<file path="src/rtl/spi_rx_deser_pkg.sv">
// Shared types and defaults for the SPI receive path.
// Used by the deserializer and by the downstream flag/register blocks so
// that everyone agrees on the word width.
package spi_rx_deser_pkg;

    // Receiver frame state.
    typedef enum logic {
        IDLE   = 1'b0,
        ACTIVE = 1'b1
    } state_e;

    localparam int unsigned DEFAULT_DATA_W      = 8;
    localparam int unsigned DEFAULT_SYNC_STAGES = 2;

endpackage : spi_rx_deser_pkg

</file>
<file path="src/rtl/spi_rx_deser_pin_sync.sv">
// Multi-flop synchronizer for one asynchronous pin.
// Ports:
//   clk, rst_n : system clock, async active-low reset
//   d          : asynchronous pin input
//   q          : synchronized output (last flop of the chain)
module spi_rx_deser_pin_sync #(
    parameter int unsigned STAGES  = 2,
    parameter logic        RST_VAL = 1'b0
) (
    input  logic clk,
    input  logic rst_n,
    input  logic d,
    output logic q
);

    logic [STAGES-1:0] sync_q;

    // Shift chain; reset to the pin's idle level so no edge is seen on release.
    always_ff @(posedge clk or negedge rst_n) begin
        if (!rst_n) begin
            sync_q <= {STAGES{RST_VAL}};
        end else begin
            sync_q <= {sync_q[STAGES-2:0], d};
        end
    end

    assign q = sync_q[STAGES-1];

endmodule : spi_rx_deser_pin_sync

</file>
<file path="src/rtl/spi_rx_deser.sv">
// Mode-0 SPI slave receive deserializer.
// Oversamples SCK/MOSI/CS_N on clk and assembles DATA_W-bit words.
// Ports:
//   clk, rst_n             : system clock, async active-low reset
//   spi_sck/mosi/cs_n      : raw SPI pins (asynchronous)
//   rx_valid_in            : downstream data-valid flag, for overrun detection
//   rx_data                : last completed word, held until the next one
//   rx_done                : 1-cycle pulse, rx_data updated
//   rx_overrun             : 1-cycle pulse, word completed while flag still set
//   frame_err              : 1-cycle pulse, CS_N rose with a partial word
module spi_rx_deser
    import spi_rx_deser_pkg::*;
#(
    parameter int unsigned DATA_W      = DEFAULT_DATA_W,
    parameter int unsigned SYNC_STAGES = DEFAULT_SYNC_STAGES,
    parameter bit          MSB_FIRST   = 1'b1
) (
    input  logic              clk,
    input  logic              rst_n,
    input  logic              spi_sck,
    input  logic              spi_mosi,
    input  logic              spi_cs_n,
    input  logic              rx_valid_in,
    output logic [DATA_W-1:0] rx_data,
    output logic              rx_done,
    output logic              rx_overrun,
    output logic              frame_err
);

    localparam int unsigned CNT_W = $clog2(DATA_W);

    logic sck_s, mosi_s, cs_s;
    logic sck_d;
    logic sck_rise_c;

    state_e            state, state_nxt;
    logic [CNT_W-1:0]  bit_cnt, cnt_nxt;
    logic [DATA_W-1:0] shreg, sh_nxt, sh_shifted_c;
    logic [DATA_W-1:0] data_nxt;
    logic              done_nxt, ovr_nxt, ferr_nxt;

    spi_rx_deser_pin_sync #(.STAGES(SYNC_STAGES), .RST_VAL(1'b0)) u_sync_sck (
        .clk(clk), .rst_n(rst_n), .d(spi_sck), .q(sck_s)
    );
    spi_rx_deser_pin_sync #(.STAGES(SYNC_STAGES), .RST_VAL(1'b0)) u_sync_mosi (
        .clk(clk), .rst_n(rst_n), .d(spi_mosi), .q(mosi_s)
    );
    spi_rx_deser_pin_sync #(.STAGES(SYNC_STAGES), .RST_VAL(1'b1)) u_sync_cs_n (
        .clk(clk), .rst_n(rst_n), .d(spi_cs_n), .q(cs_s)
    );

    assign sck_rise_c = sck_s & ~sck_d;

    // Shift direction is fixed at elaboration.
    assign sh_shifted_c = MSB_FIRST ? {shreg[DATA_W-2:0], mosi_s}
                                    : {mosi_s, shreg[DATA_W-1:1]};

    // State, datapath and registered pulse outputs.
    always_ff @(posedge clk or negedge rst_n) begin
        if (!rst_n) begin
            state      <= IDLE;
            sck_d      <= 1'b0;
            bit_cnt    <= '0;
            shreg      <= '0;
            rx_data    <= '0;
            rx_done    <= 1'b0;
            rx_overrun <= 1'b0;
            frame_err  <= 1'b0;
        end else begin
            state      <= state_nxt;
            sck_d      <= sck_s;
            bit_cnt    <= cnt_nxt;
            shreg      <= sh_nxt;
            rx_data    <= data_nxt;
            rx_done    <= done_nxt;
            rx_overrun <= ovr_nxt;
            frame_err  <= ferr_nxt;
        end
    end

    // Next-state logic. The SCK bit is taken before CS is evaluated, so a
    // word completed in the same cycle CS rises is delivered without error.
    always_comb begin
        state_nxt = state;
        cnt_nxt   = bit_cnt;
        sh_nxt    = shreg;
        data_nxt  = rx_data;
        done_nxt  = 1'b0;
        ovr_nxt   = 1'b0;
        ferr_nxt  = 1'b0;

        unique case (state)
            IDLE: begin
                if (!cs_s) begin
                    state_nxt = ACTIVE;
                    cnt_nxt   = '0;
                    sh_nxt    = '0;
                end
            end
            ACTIVE: begin
                if (sck_rise_c) begin
                    sh_nxt = sh_shifted_c;
                    if (bit_cnt == CNT_W'(DATA_W - 1)) begin
                        data_nxt = sh_shifted_c;
                        done_nxt = 1'b1;
                        ovr_nxt  = rx_valid_in;
                        cnt_nxt  = '0;
                    end else begin
                        cnt_nxt = bit_cnt + CNT_W'(1);
                    end
                end
                if (cs_s) begin
                    state_nxt = IDLE;
                    ferr_nxt  = (cnt_nxt != '0);
                end
            end
            default: state_nxt = IDLE;
        endcase
    end

endmodule : spi_rx_deser

</file>
<file path="config.mk">
export PLATFORM = sky130hd
export DESIGN_NAME = spi_rx_deser
export DESIGN_NICKNAME = d
export VERILOG_FILES = /design/src/rtl/spi_rx_deser_pkg.sv /design/src/rtl/spi_rx_deser_pin_sync.sv /design/src/rtl/spi_rx_deser.sv
export SDC_FILE = /design/constraint.sdc
export NUM_CORES = 1
export LEC_CHECK = 0
export BUFFER_PORTS_ARGS = -buffer_cell sky130_fd_sc_hd__clkbuf_2
export CAP_MARGIN = 20
export CORE_ASPECT_RATIO = 0.8
export CORE_MARGIN = 2
export CORE_UTILIZATION = 40
export DETAILED_ROUTE_END_ITERATION = 8
export GPL_TIMING_DRIVEN = 0
export HOLD_SLACK_MARGIN = 0.05
export PLACE_DENSITY = 0.6
export RECOVER_POWER = 50
export SLEW_MARGIN = 25
export SYNTH_ARGS = -nofsm -noshare
export SYNTH_HDL_FRONTEND = slang
export SYNTH_SLANG_ARGS = --single-unit
</file>
<file path="constraint.sdc">
create_clock -name clk -period 1.39 [get_ports clk]
set_input_delay 0.0695 -clock clk [delete_from_list [all_inputs] [get_ports clk]]
set_output_delay 0.0695 -clock clk [all_outputs]
set_load 0.03 [all_outputs]
</file>
==> metrics.md <==
| Metric | Value |
|---|---|
| Status | `finished, final reports clean` |
| Placement Rows | `17` |
| Critical path cell sequence | `ha_2 > ha_4 > nand3_4 > mux2_2` |
| Total Nets Final | `135` |
| Area of the core | `2740 um^2` |
| Seq/Total Area, Yosys | `0.639` |
| Area Overhead vs Synth | `27.2%` |
| Initial antenna violation count | `0` |
| Final ANT Viol Nets | `0` |
| Number of CTS-inserted buffers | `5` |
| CP Capture Type | `flip-flop` |
| Worst hold slack | `0.308 ns` |
| Post-synth net total | `102` |
| Slowest-stage cell, CP | `dfrtp_1` |
| Most common cell in the netlist | `dfrtp_1` |
| Dpl cell area | `1270 um^2` |
| Yosys cell types | `20` |
| Synth top area share | `0.593` |
| Via count | `820` |
| Setup TNS Final | `0 ns` |
| DR pass1 iterations | `4` |
| Cell taking the most area after synthesis | `dfrtp_1` |
| Clk_lat worst skew | `0.33 ns` |
| Fin. max-slew vios | `0` |
| Maximum capacitance violations | `0` |
| CTS tree | `done` |
| Filler cells | `249` |
| Worst VDD drop | `717 uV` |
| Largest net degree at the start of global routing | `30` |
| Share of cells above drive strength 1 | `0.383` |
| CP Data Arrival Time | `~1.6 ns` |
| Top post-synthesis cells by area | `dfrtp_1 59%, nand3_1 8.3%, mux2_2 7.9%` |
| Post-synth EDFFs | `0` |
| Vias in the first global route | `around 760` |
| Initial Util | `0.415` |
| Die extent in y | `between 50 and 60 um` |
| Syn Std Cell Area | `1140 um^2` |
| Critical Path RT | `1.61 ns` |
| Max FO, Critical Path | `5` |
| Startpoint type of the worst setup path | `flip-flop` |
| Deepest clock path buffer count | `2` |
| Worst Skew | `0.00500 ns` |
| Clock sink total | `29` |
| # DRC | `0` |
| Ys async rst share | `1.00` |
| Worst slew pin tran | `0.692 ns` |
| H-tree Lvls | `2` |
| Leakage power | `0.719 nW` |
| Antenna Cells | `0` |
| #FFs+latches synth | `29` |
| Vias/cell | `4.94` |
| Routed WL | `2070 um` |
| Fmax | `between 0.7 and 0.8 GHz` |
| Min-delay worst type | `input port to async pin` |
| Primary FF master, synth | `dfrtp_1` |
| Final worst path period share | `0.978` |
| Gpl congestion | `about 0.73` |
| PD cells | `1110 nW/um^2` |
| Final worst slack | `0.0305 ns` |
| Grt ovf | `0` |
| Reg area | `728 um^2` |
| Ys Warns | `0` |
| Synth Instances | `94` |
| Avg Inst Size Synth | `12.1 um^2` |
| Post-DP HPWL | `1300 um` |
| Starting DRT DRC Count | `17` |
| Top cells by count, synth | `27 x dfrtp_1, 19 x nand3_1, 12 x nand2_1` |
| Routed length per instance | `12.5 um` |
| Crit Path Class | `flip-flop to flip-flop` |
| Setup-failing EPs final | `0` |
| Multi-input gate area | `405 um^2` |
| Die area | `approximately 3300 um^2` |
| RSZ-0062 raised after global routing | `true` |
| First-pass GRT wire length | `about 3500 um` |
| Io pins | `17` |
| Reg clk slew, reported paths | `roughly 0.090 ns` |
| Clock root buffer master | `clkbuf_4` |
| Final hold vios | `0` |
| DP Worst Slack | `-0.0714 ns` |
| Tmin final | `1.36 ns` |
| Total GRT Usage | `0.149` |
| Design Area, Final | `1450 um^2` |
| Slew headroom | `0.538` |
| IO Port Bufs | `16` |
| Die width | `between 60 and 70 um` |
| Critical Path Max Stage Delay | `0.40 ns` |
-- power breakdown --
group | internal, mW | switching [mW]
Combinational | 0.0588 | 0.0757
Clock | 0.293 | 0.284
Sequential | 0.873 | 0.0203
Total | 1.22 | 0.380
-- critical path: cells and delay by family, from the launching register on --
family | cells | cell delay [ns]
adder cells (fa/ha/maj) | 2 | 0.38
flip-flops | 1 | 0.40
AND/OR/NAND/NOR | 1 | 0.12
multiplexers | 1 | 0.34
-- cells by family (layout without fill, tap and decap cells) --
| group | after synthesis | in the layout | synth area share |
|---|---|---|---|
| adders and majority gates | 2 | 2 | 0.0220 |
| muxes | 8 | 8 | 0.0790 |
| buffers and inverters | 8 | 41 | 0.0340 |
| DFF | 29 | 29 | 0.639 |
| and+or+nand+nor | 40 | 41 | 0.183 |
| AOI/OAI and AO/OA | 7 | 7 | 0.0428 |
-- layer usage --
layer  share of wire  vias up  track usage
met3           0.055        5       0.0519
met4           0.021        0       0.0978
met2            0.44       25        0.225
li1                -      393            -
met5               0        -            0
met1            0.48      397        0.184
-- worst paths after layout --
check / start / end / slack [ns] / depth (start not counted)
worst min-delay path: rst_n / rx_data[5] / 0.31 / 2
worst max register to register: bit_cnt[0] / rx_data[3] / 0.03 / 4
min in group clk: u_sync_mosi.sync_q[0] / u_sync_mosi.sync_q[1] / 0.35 / 0
worst min register to register: u_sync_mosi.sync_q[0] / u_sync_mosi.sync_q[1] / 0.35 / 0
max in group asynchronous: rst_n / shreg[0] / 0.64 / 2
worst max-delay path: bit_cnt[0] / rx_data[3] / 0.03 / 4
-- layout by cell type, fill, tap and decap left out --
cell           Yosys  final
dfrtp_1           27     27
nand3_1           19     19
clkbuf_2           0     16
nand2_1           12     12
mux2_2             8      8
buf_4              1      5
clkbuf_4           0      5
dlygate4sd3_1      0      5
buf_2              4      4
o211ai_1           4      4
inv_1              3      3
nor4_1             2      2
nor2_1             2      2
nand3_4            1      2
clkbuf_8           0      2
dfstp_2            2      2
nor2b_4            1      1
nand2b_1           1      1
nor3_1             1      1
nor2b_1            1      1
o21ai_0            1      1
a21oi_1            1      1
a31o_2             1      1
ha_2               0      1
ha_4               0      1
clkinv_2           0      1
-- flip-flops by register name (all words and copies together) (netlist names) --
register,cells
frame_err,1
u_sync_sck.sync_q,2
rx_overrun,1
shreg,7
u_sync_cs_n.sync_q,2
sck_d,1
rx_done,1
state,1
bit_cnt,3
rx_data,8
u_sync_mosi.sync_q,2
-- final cells by class --
class                           count  area share
Buffer                              5      0.0190
Clock buffer                        7      0.0449
Clock inverter                      1     0.00345
Inverter                            3     0.00777
Multi-Input combinational cell     58       0.280
Sequential cell                    29       0.502
Tap cell                           38      0.0328
Timing Repair Buffer               25       0.110
-- metrics by stage --
| stage | power, mW | util | std cells |
|---|---|---|---|
| final | 1.60 | 0.529 | 166 |
| after global routing | 1.68 | 0.529 | 166 |
| after CTS | 1.62 | 0.523 | 165 |
| after detailed placement | 1.01 | 0.463 | 148 |
| after global placement | 1.01 | 0.463 | 148 |
| after floorplan | 0.967 | - | 94 |
-- what timing repair did --
item | in CTS | in global routing
gates cloned | 1 | 0
hold buffers | 5 | 0
setup endpoints to repair | 9 | 7
resized for setup | 2 | 1
hold endpoints to repair | 31 | 0
setup buffers | 3 | 1
Note: power is estimated with default switching activity, not from simulation.
